### src/rtl/uart_tx_buffer_pkg.sv
// -----------------------------------------------------------------------------
// uart_tx_buffer_pkg
//   Shared types and defaults for the UART transmit buffer and its FIFO.
//   - UART_BYTE_W         : width of one UART payload byte
//   - TX_*_DEFAULT        : default FIFO depth, pointer width, synchronizer depth
//   - uart_byte_t         : one payload byte
//   - tx_state_t          : start-sequencer states
// -----------------------------------------------------------------------------
package uart_tx_buffer_pkg;

  localparam int UART_BYTE_W         = 8;
  localparam int TX_DEPTH_DEFAULT    = 16;
  localparam int TX_ADDR_W_DEFAULT   = 4;
  localparam int TX_SYNC_STG_DEFAULT = 2;

  typedef logic [UART_BYTE_W-1:0] uart_byte_t;

  typedef enum logic [1:0] {
    IDLE  = 2'd0,
    LOAD  = 2'd1,
    START = 2'd2,
    BUSY  = 2'd3
  } tx_state_t;

endpackage

### src/rtl/uart_tx_buffer_if.sv
// -----------------------------------------------------------------------------
// uart_tx_buffer_if
//   Bundles the producer push port, the FIFO status and the transmitter
//   handshake of uart_tx_buffer.
//   slave  : view of the buffer itself (takes pushes, drives tx_data/tx_start)
//   master : view of the surroundings (producers plus the UART transmitter)
//   Signals:
//     wr_data/wr_en                  producer push
//     full/empty/count/overflow      FIFO status (registered)
//     tx_data/tx_start               byte and start level to the transmitter
//     tx_free/tx_done                transmitter status (tx_clock domain)
//     byte_sent                      one-cycle pulse per completed frame
// -----------------------------------------------------------------------------
interface uart_tx_buffer_if
  import uart_tx_buffer_pkg::*;
#(
  parameter int ADDR_W = TX_ADDR_W_DEFAULT
) ();

  uart_byte_t        wr_data;
  logic              wr_en;
  logic              full;
  logic              empty;
  logic [ADDR_W:0]   count;
  logic              overflow;
  uart_byte_t        tx_data;
  logic              tx_start;
  logic              tx_free;
  logic              tx_done;
  logic              byte_sent;

  modport slave (
    input  wr_data, wr_en, tx_free, tx_done,
    output full, empty, count, overflow, tx_data, tx_start, byte_sent
  );

  modport master (
    output wr_data, wr_en, tx_free, tx_done,
    input  full, empty, count, overflow, tx_data, tx_start, byte_sent
  );

endinterface

### src/rtl/uart_tx_buffer_sync_fifo.sv
// -----------------------------------------------------------------------------
// uart_sync_fifo
//   Single-clock first-word-fall-through byte FIFO, shared by the TX and RX
//   paths of the UART.
//   Ports:
//     clk, rst        clock, synchronous active-high reset
//     push, push_data write request and byte
//     pop             consume the head entry (ignored while empty)
//     head            current head entry, valid while !empty
//     full, empty     registered occupancy flags
//     count           registered occupancy, 0..DEPTH
//     overflow        sticky: a push arrived while full with no pop
// -----------------------------------------------------------------------------
module uart_sync_fifo
  import uart_tx_buffer_pkg::*;
#(
  parameter int DEPTH  = TX_DEPTH_DEFAULT,
  parameter int ADDR_W = TX_ADDR_W_DEFAULT
) (
  input  logic            clk,
  input  logic            rst,
  input  logic            push,
  input  uart_byte_t      push_data,
  input  logic            pop,
  output uart_byte_t      head,
  output logic            full,
  output logic            empty,
  output logic [ADDR_W:0] count,
  output logic            overflow
);

  uart_byte_t        mem [DEPTH];

  logic [ADDR_W-1:0] wr_ptr_q, wr_ptr_d;
  logic [ADDR_W-1:0] rd_ptr_q, rd_ptr_d;
  logic [ADDR_W:0]   count_q,  count_d;
  logic              full_q,   full_d;
  logic              empty_q,  empty_d;
  logic              overflow_q, overflow_d;

  logic              push_ok;
  logic              pop_ok;

  // A full FIFO still accepts a byte when the head leaves in the same cycle.
  assign pop_ok  = pop && !empty_q;
  assign push_ok = push && (!full_q || pop_ok);

  // NOTE: every signal assigned in always_comb gets a value on every path
  // (here unconditionally), so no latch can be inferred.
  always_comb begin
    // Pointers are exactly ADDR_W bits wide, so wrap modulo DEPTH is free.
    wr_ptr_d   = wr_ptr_q + ADDR_W'(push_ok);
    rd_ptr_d   = rd_ptr_q + ADDR_W'(pop_ok);
    count_d    = count_q + (ADDR_W+1)'(push_ok) - (ADDR_W+1)'(pop_ok);
    full_d     = (count_d == (ADDR_W+1)'(DEPTH));
    empty_d    = (count_d == '0);
    overflow_d = overflow_q || (push && !push_ok);
  end

  // NOTE: sequential state uses non-blocking assignments so every flop
  // samples the pre-edge values, independent of statement order.
  always_ff @(posedge clk) begin
    if (rst) begin
      wr_ptr_q   <= '0;
      rd_ptr_q   <= '0;
      count_q    <= '0;
      full_q     <= 1'b0;
      empty_q    <= 1'b1;
      overflow_q <= 1'b0;
    end else begin
      wr_ptr_q   <= wr_ptr_d;
      rd_ptr_q   <= rd_ptr_d;
      count_q    <= count_d;
      full_q     <= full_d;
      empty_q    <= empty_d;
      overflow_q <= overflow_d;
    end
  end

  // NOTE: the storage array has no reset; entries are only read after being
  // written, and leaving it unreset lets it map onto RAM/LUT storage.
  always_ff @(posedge clk) begin
    if (push_ok) begin
      mem[wr_ptr_q] <= push_data;
    end
  end

  // A byte written this cycle only reaches head after the edge, so a pop in
  // the same cycle always sees the older entry.
  assign head     = mem[rd_ptr_q];
  assign full     = full_q;
  assign empty    = empty_q;
  assign count    = count_q;
  assign overflow = overflow_q;

endmodule

### src/rtl/uart_tx_buffer.sv
// -----------------------------------------------------------------------------
// uart_tx_buffer
//   Byte queue and start sequencer in front of the UART transmitter.
//   Producers push bytes at main_clock rate; the buffer hands them one at a
//   time to the transmitter, pacing on the transmitter's tx_free/tx_done.
//   Ports:
//     main_clock  system clock, rising edge
//     reset_all   synchronous active-high reset
//     bus         uart_tx_buffer_if.slave: push port, FIFO status,
//                 tx_data/tx_start out, tx_free/tx_done in, byte_sent pulse
// -----------------------------------------------------------------------------
module uart_tx_buffer
  import uart_tx_buffer_pkg::*;
#(
  parameter int DEPTH    = TX_DEPTH_DEFAULT,
  parameter int ADDR_W   = TX_ADDR_W_DEFAULT,
  parameter int SYNC_STG = TX_SYNC_STG_DEFAULT
) (
  input  logic             main_clock,
  input  logic             reset_all,
  uart_tx_buffer_if.slave  bus
);

  // ---------------------------------------------------------------------------
  // Synchronizers for the transmitter status (tx_clock domain)
  // ---------------------------------------------------------------------------
  logic [SYNC_STG-1:0] free_sync_q, free_sync_d;
  logic [SYNC_STG-1:0] done_sync_q, done_sync_d;
  logic                done_prev_q, done_prev_d;
  logic                free_s;
  logic                done_s;
  logic                done_r;

  assign free_s = free_sync_q[SYNC_STG-1];
  assign done_s = done_sync_q[SYNC_STG-1];
  // Rise detect: tx_done may stay high for several main_clock cycles.
  assign done_r = done_s && !done_prev_q;

  always_comb begin
    free_sync_d = {free_sync_q[SYNC_STG-2:0], bus.tx_free};
    done_sync_d = {done_sync_q[SYNC_STG-2:0], bus.tx_done};
    done_prev_d = done_s;
  end

  always_ff @(posedge main_clock) begin
    if (reset_all) begin
      free_sync_q <= '0;
      done_sync_q <= '0;
      done_prev_q <= 1'b0;
    end else begin
      free_sync_q <= free_sync_d;
      done_sync_q <= done_sync_d;
      done_prev_q <= done_prev_d;
    end
  end

  // ---------------------------------------------------------------------------
  // Byte FIFO
  // ---------------------------------------------------------------------------
  tx_state_t  state_q;
  uart_byte_t tx_data_q;
  logic       tx_start_q;
  logic       byte_sent_q;

  uart_byte_t fifo_head;
  logic       fifo_empty;
  logic       pop;

  // Pop only when leaving IDLE; the registered empty flag guarantees a byte
  // pushed into an empty FIFO is not taken in the cycle it is written.
  assign pop = (state_q == IDLE) && !fifo_empty && free_s;

  uart_sync_fifo #(
    .DEPTH  (DEPTH),
    .ADDR_W (ADDR_W)
  ) u_fifo (
    .clk       (main_clock),
    .rst       (reset_all),
    .push      (bus.wr_en),
    .push_data (bus.wr_data),
    .pop       (pop),
    .head      (fifo_head),
    .full      (bus.full),
    .empty     (fifo_empty),
    .count     (bus.count),
    .overflow  (bus.overflow)
  );

  assign bus.empty = fifo_empty;

  // ---------------------------------------------------------------------------
  // Start sequencer
  //   IDLE  -> LOAD  : byte popped into tx_data
  //   LOAD  -> START : raise tx_start one cycle after tx_data settles
  //   START -> BUSY  : transmitter accepted (free_s low), drop tx_start
  //   BUSY  -> IDLE  : frame done (done_r or free_s back high), pulse byte_sent
  // tx_data is only written on the IDLE->LOAD transition, so it stays put for
  // the whole frame and until the next byte is loaded.
  // ---------------------------------------------------------------------------
  always_ff @(posedge main_clock) begin
    if (reset_all) begin
      state_q     <= IDLE;
      tx_data_q   <= '0;
      tx_start_q  <= 1'b0;
      byte_sent_q <= 1'b0;
    end else begin
      byte_sent_q <= 1'b0;
      case (state_q)
        IDLE: begin
          if (pop) begin
            tx_data_q <= fifo_head;
            state_q   <= LOAD;
          end
        end
        LOAD: begin
          tx_start_q <= 1'b1;
          state_q    <= START;
        end
        START: begin
          if (!free_s) begin
            tx_start_q <= 1'b0;
            state_q    <= BUSY;
          end
        end
        BUSY: begin
          // Both events in one cycle still produce a single pulse.
          if (done_r || free_s) begin
            byte_sent_q <= 1'b1;
            state_q     <= IDLE;
          end
        end
        default: state_q <= IDLE;
      endcase
    end
  end

  assign bus.tx_data   = tx_data_q;
  assign bus.tx_start  = tx_start_q;
  assign bus.byte_sent = byte_sent_q;

endmodule
### src/flat_wrapper.sv
// flat-port wrapper written by rule: the top's interface ports become plain ports
module uart_tx_buffer_flat import uart_tx_buffer_pkg::*;
#(
  parameter int DEPTH    = TX_DEPTH_DEFAULT,
  parameter int ADDR_W   = TX_ADDR_W_DEFAULT,
  parameter int SYNC_STG = TX_SYNC_STG_DEFAULT
)
  (main_clock, reset_all, bus_wr_data, bus_wr_en, bus_tx_free, bus_tx_done, bus_full, bus_empty, bus_count, bus_overflow, bus_tx_data, bus_tx_start, bus_byte_sent);
  uart_tx_buffer_if #(.ADDR_W(ADDR_W)) bus_i ();
  input  logic main_clock;
  input  logic reset_all;
  input wire logic [$bits(bus_i.wr_data)-1:0] bus_wr_data;
  input wire logic [$bits(bus_i.wr_en)-1:0] bus_wr_en;
  input wire logic [$bits(bus_i.tx_free)-1:0] bus_tx_free;
  input wire logic [$bits(bus_i.tx_done)-1:0] bus_tx_done;
  output wire logic [$bits(bus_i.full)-1:0] bus_full;
  output wire logic [$bits(bus_i.empty)-1:0] bus_empty;
  output wire logic [$bits(bus_i.count)-1:0] bus_count;
  output wire logic [$bits(bus_i.overflow)-1:0] bus_overflow;
  output wire logic [$bits(bus_i.tx_data)-1:0] bus_tx_data;
  output wire logic [$bits(bus_i.tx_start)-1:0] bus_tx_start;
  output wire logic [$bits(bus_i.byte_sent)-1:0] bus_byte_sent;
  assign bus_i.wr_data = bus_wr_data;
  assign bus_i.wr_en = bus_wr_en;
  assign bus_i.tx_free = bus_tx_free;
  assign bus_i.tx_done = bus_tx_done;
  assign bus_full = bus_i.full;
  assign bus_empty = bus_i.empty;
  assign bus_count = bus_i.count;
  assign bus_overflow = bus_i.overflow;
  assign bus_tx_data = bus_i.tx_data;
  assign bus_tx_start = bus_i.tx_start;
  assign bus_byte_sent = bus_i.byte_sent;
  uart_tx_buffer #(.DEPTH(DEPTH), .ADDR_W(ADDR_W), .SYNC_STG(SYNC_STG)) u_core (.main_clock(main_clock), .reset_all(reset_all), .bus(bus_i));
endmodule
### config.mk
export PLATFORM = sky130hd
export DESIGN_NAME = uart_tx_buffer_flat
export DESIGN_NICKNAME = d
export VERILOG_FILES = /design/src/rtl/uart_tx_buffer_pkg.sv /design/src/rtl/uart_tx_buffer_if.sv /design/src/rtl/uart_tx_buffer_sync_fifo.sv /design/src/rtl/uart_tx_buffer.sv /design/src/flat_wrapper.sv
export SDC_FILE = /design/constraint.sdc
export NUM_CORES = 1
export LEC_CHECK = 0
export ABC_AREA = 1
export BUFFER_PORTS_ARGS = -buffer_cell sky130_fd_sc_hd__buf_2
export CAP_MARGIN = 25
export CORE_MARGIN = 5
export CORE_UTILIZATION = 35
export CTS_CLUSTER_SIZE = 28
export DETAILED_ROUTE_END_ITERATION = 10
export GPL_TIMING_DRIVEN = 0
export HOLD_SLACK_MARGIN = 0.02
export RECOVER_POWER = 25
export SLEW_MARGIN = 40
export SYNTH_ARGS = -nofsm -noshare
export SYNTH_HDL_FRONTEND = slang
export SYNTH_SLANG_ARGS = --single-unit
export TNS_END_PERCENT = 30
### constraint.sdc
create_clock -name main_clock -period 6.2 [get_ports main_clock]
set_input_delay 0.62 -clock main_clock [delete_from_list [all_inputs] [get_ports main_clock]]
set_output_delay 0.62 -clock main_clock [all_outputs]
set_load 0.05 [all_outputs]
# Word level (Yosys, flattened, before mapping)

Memory sizes are Yosys's and may differ from the RTL's. A register that Yosys moved wholly into a read port is not among the register bits.
Index checks and enable logic that the tools add are counted.

Flip-flop bits (word level): 25
Memory bits (writable): 128
Bits of input ports: 13
Memories kept: 1

Add/sub/neg operators: 4
Equality and inequality tests: 7
Multiplexer cells: 9
Bitwise gates (word level): 1
Reduce and logical (&&, ||, !) cells: 20

Memories:

| memory            | depth | bits a word | read ports | clocked after memory_dff | wr ports | line                           | RTL |
|---|---|---|---|---|---|---|---|
| u_core.u_fifo.mem | 16    | 8           | 1          | 1                        | 1        | uart_tx_buffer_sync_fifo.sv:32 | `uart_byte_t mem [DEPTH];` |

Operators by type and width:

| kind                                                             | count |
|---|---|
| 4-bit by 1-bit adder with 4-bit output                           | 2 |
| 2-bit one-hot mux with 4 select lines                            | 1 |
| 1-bit logical AND                                                | 6 |
| 2-bit two-way mux                                                | 3 |
| 5-bit by 1-bit adder with 5-bit output                           | 1 |
| 5-bit == test (second input constant)                            | 1 |
| 5-bit logical NOT                                                | 1 |
| 5-bit by 1-bit subtractor with 5-bit output                      | 1 |
| 2-bit == test (second input constant)                            | 2 |
| 1-bit logical NOT                                                | 4 |
| 1-bit two-way mux                                                | 4 |
| 2-bit != test (second input constant)                            | 2 |
| 2-bit AND reduction                                              | 2 |
| 1-bit logical OR                                                 | 3 |
| 3-bit AND reduction                                              | 1 |
| 2-bit by 1-bit == test with 1-bit output (second input constant) | 1 |
| 2-bit logical NOT                                                | 1 |
| 2-bit by 1-bit != test with 1-bit output (second input constant) | 1 |
| 1-bit one-hot mux with 2 select lines                            | 1 |
| 2-bit nonzero test                                               | 1 |
| 2-bit OR reduction                                               | 1 |
| 1-bit NOT                                                        | 1 |

# Logic depth before layout (Yosys ltp)

Gate-level depths: netlist (run 1).

Depth after elaboration: 9
Mapped depth: 16

# By module

Synthesis (run 1) repeated with hierarchy kept, for this count alone.

Cell total of the unflattened synthesis: 726
Area total of the unflattened synthesis: 7050.5 um2

By module, submodules not included:

| module         | times used | cells each | area an instance (um2) | sequential area each (um2) |
|---|---|---|---|---|
| uart_sync_fifo | 1          | 640        | 6373.6                 | 4164.0 |
| uart_tx_buffer | 1          | 86         | 676.9                  | 340.3 |

# Worst setup path before layout (run 1)

Ideal clock, no wire load.

Path kind: reg-to-reg
Start: register u_core.u_fifo.empty_q, in the netlist u_core.u_fifo.empty
End: register u_core.u_fifo.full_q, in the netlist u_core.u_fifo.full
Setup time: 0.065 ns
Arrival: 2.528 ns
Data required time: 6.135 ns
Path slack: 3.607 ns
Stages on the path, launching flop included: 14
Path buffers: 0
Path through: dfxtp_1 > nor3_4 > inv_2 > a21boi_4 > inv_1 > ha_1 > inv_1 > ha_1 > fa_1 > nand3_1 > nand2_1 > xor2_1 > nand2_1 > nor2_1

Cells in the longest elaborated chain, start to end: 9

RTL lines:

| item                                          | line                                                 | RTL |
|---|---|---|
| start: declaration                            | uart_tx_buffer_sync_fifo.sv:38                       | `logic empty_q, empty_d;` |
| start signal: assignment                      | uart_tx_buffer_sync_fifo.sv:75                       | `empty_q <= empty_d;` |
| 1-bit logical NOT *                           | uart_tx_buffer_sync_fifo.sv:45, uart_tx_buffer.sv:71 |  |
| 1-bit logical AND (2 in series)               | uart_tx_buffer.sv:71                                 | `assign pop = (state_q == IDLE) && !fifo_empty && free_s;` |
| 1-bit logical AND *                           | uart_tx_buffer_sync_fifo.sv:45                       | `assign pop_ok = pop && !empty_q;` |
| 1-bit logical OR                              | uart_tx_buffer_sync_fifo.sv:46                       | `assign push_ok = push && (!full_q \|\| pop_ok);` |
| 1-bit logical AND                             | uart_tx_buffer_sync_fifo.sv:46                       |  |
| 5-bit by 1-bit adder with 5-bit output        | uart_tx_buffer_sync_fifo.sv:54                       | `count_d = count_q + (ADDR_W+1)'(push_ok) - (ADDR_W+1)'(pop_ok);` |
| 5-bit by 1-bit subtractor with 5-bit output * | uart_tx_buffer_sync_fifo.sv:54                       |  |
| 5-bit == test *                               | uart_tx_buffer_sync_fifo.sv:55                       | `full_d = (count_d == (ADDR_W+1)'(DEPTH));` |
| end signal: assignment                        | uart_tx_buffer_sync_fifo.sv:74                       | `full_q <= full_d;` |
| end: declaration                              | uart_tx_buffer_sync_fifo.sv:37                       | `logic full_q, full_d;` |

Mark *: on every way between the ends. The rest lies on a longest branch, timed or not.
A chain may end at the register's enable or synchronous reset.

# Worst setup path after layout (run 1)

Start: register u_core.state_q[0]
End: register u_core.u_fifo.empty_q, in the netlist u_core.u_fifo.empty

Cells in the longest elaborated chain, start to end: 9

RTL lines:

| item                                          | line                           | RTL |
|---|---|---|
| start: declaration                            | uart_tx_buffer.sv:60           | `tx_state_t state_q;` |
| start signal: assignment                      | uart_tx_buffer.sv:102          | `state_q <= IDLE;` |
| start signal: assignment                      | uart_tx_buffer.sv:112          | `state_q <= LOAD;` |
| start signal: assignment                      | uart_tx_buffer.sv:117          | `state_q <= START;` |
| 2-bit logical NOT *                           | uart_tx_buffer.sv:71           |  |
| 1-bit logical AND * (2 in series)             | uart_tx_buffer.sv:71           |  |
| 1-bit logical AND *                           | uart_tx_buffer_sync_fifo.sv:45 |  |
| 1-bit logical OR                              | uart_tx_buffer_sync_fifo.sv:46 |  |
| 1-bit logical AND                             | uart_tx_buffer_sync_fifo.sv:46 |  |
| 5-bit by 1-bit adder with 5-bit output        | uart_tx_buffer_sync_fifo.sv:54 |  |
| 5-bit by 1-bit subtractor with 5-bit output * | uart_tx_buffer_sync_fifo.sv:54 |  |
| 5-bit logical NOT *                           | uart_tx_buffer_sync_fifo.sv:56 | `empty_d = (count_d == '0);` |

Marked as above.

==> results of run 1 <==
-- metrics by stage --
step	util	cells	area, um^2	hold slack, ns	power (mW)
2_1_floorplan	-	692	6882	0.3883	1.644
3_3_place_gp	0.3793	986	7358	0.3923	1.776
3_5_place_dp	0.3793	986	7358	0.3948	1.781
4_1_cts	0.4073	1018	7901	0.3822	2.733
5_1_grt	0.4073	1018	7901	0.3964	2.857
6_report	0.4073	1018	7901	0.3960	2.719
-- layer usage --
metal	up-vias	wire, um
li1	2324	-
met4	0	586
met1	2194	7150
met2	139	8090
met5	-	0
met3	37	913
-- cell families after synthesis --
group	after synthesis	synth area share
flip-flops	161	0.6545
buffers and inverters	136	0.07636
AO/OA/AOI/OAI	23	0.02236
AND/OR/NAND/NOR	352	0.2120
XOR/XNOR	5	0.006363
adder cells (fa/ha/maj)	15	0.02836
-- worst max-delay path: stages, from the launching register on --
cell	delay [ns]
dfxtp_1	0.34
inv_1	0.11
ha_1	0.16
inv_1	0.07
nor3_4	0.32
inv_2	0.10
a21boi_4	0.23
inv_1	0.07
ha_1	0.27
inv_1	0.04
ha_1	0.20
fa_1	0.42
xnor2_1	0.20
nand4_1	0.15
o21ai_0	0.18
-- cell usage in the layout (no fill, tap or decap), types with 3 or more instances in the layout --
cell type / n
clkbuf_16: 17
clkbuf_1: 20
nand3_1: 98
nor2_1: 37
nor2_2: 3
clkinv_1: 5
inv_2: 3
o21a_1: 8
inv_1: 104
clkinvlp_4: 3
nand2_1: 212
ha_1: 14
dfxtp_1: 33
buf_2: 35
o21ai_0: 5
a21oi_1: 7
xnor2_1: 4
edfxtp_1: 128
-- registers in the layout (all words and copies together) (netlist names) --
| register | flops |
|---|---|
| u_core.u_fifo.count | 5 |
| u_core.u_fifo.mem | 128 |
| u_core.done_sync_q | 2 |
| u_core.bus.tx_data | 8 |
| u_core.done_prev_q | 1 |
| u_core.u_fifo.empty | 1 |
| u_core.u_fifo.overflow | 1 |
| u_core.bus.tx_start | 1 |
| u_core.u_fifo.wr_ptr_q | 4 |
| u_core.u_fifo.full | 1 |
| u_core.u_fifo.rd_ptr_q | 4 |
| u_core.free_sync_q | 2 |
| u_core.bus.byte_sent | 1 |
| u_core.state_q | 2 |
-- area by class of cell --
cell class	instances	share of cell area
well taps	265	0.04196
clock inverters	15	0.01489
flip-flops and latches	161	0.5701
inverters	108	0.05131
plain buffers	28	0.01520
clock buffers	17	0.05384
repair buffers	29	0.01742
multi-input cells	395	0.2353
-- worst paths after layout --
path	slack [ns]	endpoint	from	depth (start not counted)
setup / recovery	3.25	u_core.u_fifo.empty$_SDFF_PP1_	u_core.state_q[0]$_SDFFE_PP0P_	14
setup reg to reg	3.25	u_core.u_fifo.empty$_SDFF_PP1_	u_core.state_q[0]$_SDFFE_PP0P_	14
hold / removal	0.40	u_core.done_sync_q[0]$_SDFF_PP0_	bus_tx_done	3
hold reg to reg	0.40	u_core.free_sync_q[1]$_SDFF_PP0_	u_core.free_sync_q[0]$_SDFF_PP0_	2
-- cell usage after synthesis --
cell type / instances / area share
nor3_4: 1 / 0.0024
nor2_1: 40 / 0.022
edfxtp_1: 128 / 0.56
nand4_1: 1 / 0.00091
o21ai_0: 5 / 0.0036
o21a_1: 8 / 0.0087
a21boi_4: 1 / 0.0027
ha_1: 14 / 0.025
a21oi_1: 7 / 0.0051
a211oi_1: 1 / 0.0011
dfxtp_1: 33 / 0.096
buf_1: 2 / 0.0011
inv_1: 104 / 0.057
clkbuf_1: 14 / 0.0076
nand3_1: 98 / 0.071
nand2_1: 212 / 0.12
xnor2_1: 4 / 0.0051
inv_2: 3 / 0.0016
a21o_1: 1 / 0.0011
xor2_1: 1 / 0.0013
fa_1: 1 / 0.0029
clkinv_1: 1 / 0.00054
buf_2: 12 / 0.0087
-- power groups by stage --
stage                     combinational, mW  clock (mW)  sequential (mW)
after detailed placement              0.484           0             1.30
after global routing                  0.549        1.03             1.28
final                                 0.485       0.960             1.27
after floorplan                       0.261           0             1.38
after global placement                0.481           0             1.30
after CTS                             0.486       0.973             1.27
==> results.sh, run 1 <==
export IMPL_status="finished, final reports clean"
export IMPL_drive_gt1_frac=0.09429
export IMPL_cts_buffer_depth=2
export IMPL_register_area_um2=4504
export IMPL_postCtsHoldBufs=0
export IMPL_antenna_found_initial=0
export IMPL_tightest_slew_ns=0.9213
export IMPL_power_switching_uw=797.0
export IMPL_grt_usage=0.1570
export IMPL_syn_num_nets=720
export IMPL_die_height_um=150.2
export IMPL_hold_path_class="in2reg"
export IMPL_dp_hpwl_mm=11.30
export IMPL_tns_ns=0
export IMPL_num_nets_final=768
export IMPL_dpl_worst_slack_ns=3.250
export IMPL_fin_ws_ns=3.255
export IMPL_crit_fanout=10
export IMPL_power_density_nw_per_um2=344.1
export IMPL_worst_skew_pair_late_latency_ns=0.42
export IMPL_synth_warnings=0
export IMPL_synth_seq_cells=161
export IMPL_rows=51
export IMPL_die_x_um=150.2
export IMPL_io_pins=31
export IMPL_drtAntennaViolNets=0
export IMPL_use_met2=0.2575
export IMPL_grt_pass1_vias=4450
export IMPL_syn_area_um2=6882
export IMPL_fp_dieArea_um2=22570
export IMPL_worst_setup_path_end_kind="flip-flop"
export IMPL_crit_required_ns=6.54
export IMPL_hold_viol_final=0
export IMPL_overflow=0
export IMPL_p_leak_nw=3.318
export IMPL_n_antenna_cell=0
export IMPL_initial_utilization=0.3547
export IMPL_fillers=1917
export IMPL_post_cts_resized=0
export IMPL_vias=4694
export IMPL_max_freq_mhz=339.6
export IMPL_drt_iter0_drc=406
export IMPL_grt_max_degree=17
export IMPL_worstPathArrival_ns=3.29
export IMPL_io_buffers=29
export IMPL_grt_met1_usage=0.2001
export IMPL_critPathKind="reg2reg"
export IMPL_multiInputGateArea_um2=1859
export IMPL_syn_inst=692
export IMPL_internal_power_mw=1.922
export IMPL_synth_avg_cell_area_um2=9.945
export IMPL_pwr_share_comb=0.179
export IMPL_route_detailed_drc=0
export IMPL_fin_crit_sh=0.4750
export IMPL_max_cap_violations=0
export IMPL_gp_congestion=0.8212
export IMPL_clkPwrFrac=0.353
export IMPL_switching_share=0.2932
export IMPL_core_region_area_um2=19400
export IMPL_grt_pass1_wl_mm=25.63
export IMPL_cts_tree="built"
export IMPL_avgViaCountPerCell=4.611
export IMPL_use_met3=0.03612
export IMPL_routedWlPerCell_um=16.44
export IMPL_drt_total_wl_mm=16.74
export IMPL_ir_drop_mv=0.1642
export IMPL_first_pass_iters=7
export IMPL_cts_htree_levels=4
export IMPL_syn_to_final_growth_pct=14.82
export IMPL_grt_busiest_layer="met2"
export IMPL_p_seq_frac=0.468
export IMPL_numCtsBuffers=17
export IMPL_cts_sinks=161
export IMPL_synthDistinctLibCells=23
export IMPL_rsz0062_at_grt="false"
export IMPL_relSlewSlack=0.3858
export IMPL_cts_clk_slew_worst_paths_ns=0.06
export IMPL_min_period_ns=2.945
export IMPL_slew_viol_final=0
export IMPL_yosysSeqAreaShare=0.6545
export IMPL_fin_skew_ns=0.008331
export IMPL_worst_setup_path_start_kind="flip-flop"
export IMPL_post_cts_buffers=0
export IMPL_setup_viol=0
export IMPL_root_buffer="clkbuf_16"
No activity file was read; power rests on OpenSTA's default activity.
==> run 2: changes to the inputs <==
clock period = 3 ns   (was 6.2 ns; I/O delays follow)
==> run 2 against run 1 <==
Count of clock-buffer cells in the layout unchanged; first-iteration DRC count increased by 4.9%; wire length increased by 0.29%.
==> results.sh, run 2 (synthesis gave the netlist of run 1 again) <==
export IMPL_status="finished, final reports clean"
export IMPL_tns_ns=0
export IMPL_drt_iter0_drc=426
export IMPL_largest_register="u_core.u_fifo.mem"
export IMPL_core_region_area_um2=19400
export IMPL_rsz0062_at_grt="false"
export IMPL_vias=4676
export IMPL_max_freq_mhz=370.5
export IMPL_cp_num_buf_inv=5
export IMPL_clkPwrFrac=0.353
export IMPL_worst_skew_pair_late_latency_ns=0.42
export IMPL_antenna_found_initial=0
export IMPL_grt_usage=0.1570
export IMPL_cts_clk_slew_worst_paths_ns=0.06
export IMPL_io_pins=31
export IMPL_postCtsHoldBufs=0
export IMPL_fp_dieArea_um2=22570
export IMPL_fillers=1918
export IMPL_final_common_cell="nand2_1"
export IMPL_avgViaCountPerCell=4.584
export IMPL_crit_required_ns=3.35
export IMPL_dp_cells=986
export IMPL_drt_total_wl_mm=16.79
export IMPL_stdcell_area_um2=7921
export IMPL_fin_crit_sh=0.8996
export IMPL_cp_slowest_cell="fa_2"
export IMPL_root_buffer="clkbuf_16"
export IMPL_dp_hpwl_mm=11.30
export IMPL_cts_buffer_depth=2
export IMPL_grt_pass1_wl_mm=25.63
export IMPL_n_antenna_cell=0
export IMPL_p_leak_nw=3.327
export IMPL_num_nets_final=770
export IMPL_grt_max_degree=17
export IMPL_finalNonFillerCells=1020
export IMPL_cts_htree_levels=4
export IMPL_worstPathArrival_ns=3.05
export IMPL_fin_skew_ns=0.008924
export IMPL_power_switching_mw=1.645
export IMPL_power_density_nw_per_um2=710.0
export IMPL_crit_family="adder cells"
export IMPL_critPathKind="reg2reg"
export IMPL_routedWlPerCell_um=16.46
export IMPL_die_height_um=150.2
export IMPL_initial_utilization=0.3547
export IMPL_path_cells="inv_1 -> ha_1 -> inv_1 -> nor3_4 -> inv_2 -> a21boi_4 -> inv_1 -> ha_1 -> inv_1 -> ha_1 -> fa_2 -> xnor2_1 -> nand4_1 -> o21ai_0"
export IMPL_drive_gt1_frac=0.09801
export IMPL_die_x_um=150.2
export IMPL_slew_viol_final=0
export IMPL_overflow=0
export IMPL_largest_reg_flops=128
export IMPL_p_seq_frac=0.468
export IMPL_ir_drop_mv=0.3388
export IMPL_cpMostUsedCell="inv_1"
export IMPL_grt_pass1_vias=4450
export IMPL_max_cap_violations=0
export IMPL_hold_worst_slack_ns=0.07466
export IMPL_switching_share=0.2926
export IMPL_rows=51
export IMPL_min_period_ns=2.699
export IMPL_cts_tree="built"
export IMPL_syn_to_final_growth_pct=15.11
export IMPL_placed_area_um2=7358
export IMPL_final_cell_mix="nand2_1 (212), edfxtp_1 (128), inv_1 (104), nand3_1 (98), nor2_1 (37)"
export IMPL_pwr_share_comb=0.180
export IMPL_worst_setup_path_start_kind="flip-flop"
export IMPL_setup_viol=0
export IMPL_hold_viol_final=0
export IMPL_cts_sinks=161
export IMPL_drtAntennaViolNets=0
export IMPL_relSlewSlack=0.3678
export IMPL_slowest_delay_ns=0.37
export IMPL_numCtsBuffers=17
export IMPL_first_pass_iters=6
export IMPL_hold_path_class="in2reg"
export IMPL_tightest_slew_ns=0.9483
export IMPL_io_buffers=29
export IMPL_power_total_mw=5.624
export IMPL_internal_power_mw=3.979
export IMPL_gp_congestion=0.8212
export IMPL_worst_setup_path_end_kind="flip-flop"
export IMPL_crit_fanout=4
export IMPL_route_detailed_drc=0
==> run 2: worst paths after layout <==
path,start,end,slack [ns],cells past startpoint
min reg2reg,u_core.free_sync_q[0]$_SDFF_PP0_,u_core.free_sync_q[1]$_SDFF_PP0_,0.40,2
max reg2reg,u_core.state_q[0]$_SDFFE_PP0P_,u_core.u_fifo.empty$_SDFF_PP1_,0.30,14
min,bus_tx_done,u_core.done_sync_q[0]$_SDFF_PP0_,0.07,3
max,u_core.state_q[0]$_SDFFE_PP0P_,u_core.u_fifo.empty$_SDFF_PP1_,0.30,14
==> run 2: power by group through the flow <==
stage	registers, mW	clock network, mW	logic, mW
final	2.63	1.98	1.01
after global placement	2.68	0	0.994
after CTS	2.63	2.01	1.01
after floorplan	2.86	0	0.539
after detailed placement	2.68	0	1.00
after global routing	2.64	2.13	1.15
==> run 2: layout make-up <==
class | count | area (um^2) | area share
Clock buffer | 17 | 425.4 | 0.05370
Multi-Input combinational cell | 395 | 1862 | 0.2350
Inverter | 108 | 405.4 | 0.05118
Tap cell | 265 | 331.6 | 0.04186
Clock inverter | 15 | 117.6 | 0.01485
Timing Repair Buffer | 32 | 160.2 | 0.02022
Buffer | 27 | 115.1 | 0.01453
Sequential cell | 161 | 4504 | 0.5686
==> run 2: timing repair <==
item	in CTS	in global routing
setup buffers	0	3
resized for setup	0	1
endpoints found under the setup margin	0	3
==> run 2: tightest hold or removal path, stage by stage <==
cell and delay, ns:
buf_2 0.07, inv_1 0.03, nor2_1 0.06
==> run 2: stage by stage <==
stage               worst slack, ns    util
detailed placement          0.04979  0.3793
global route                0.04008  0.4083
floorplan                    0.4067       -
finish                       0.3013  0.4083
CTS                         0.01757  0.4073
global placement            0.07153  0.3793
==> run 2: metal layers <==
metal | vias to the layer above | track usage | wire (um)
met2 | 128 | 0.2575 | 8182
li1 | 2330 | - | -
met5 | - | 0 | 0
met3 | 29 | 0.03612 | 981
met1 | 2189 | 0.2001 | 7085
met4 | 0 | 0.06725 | 540
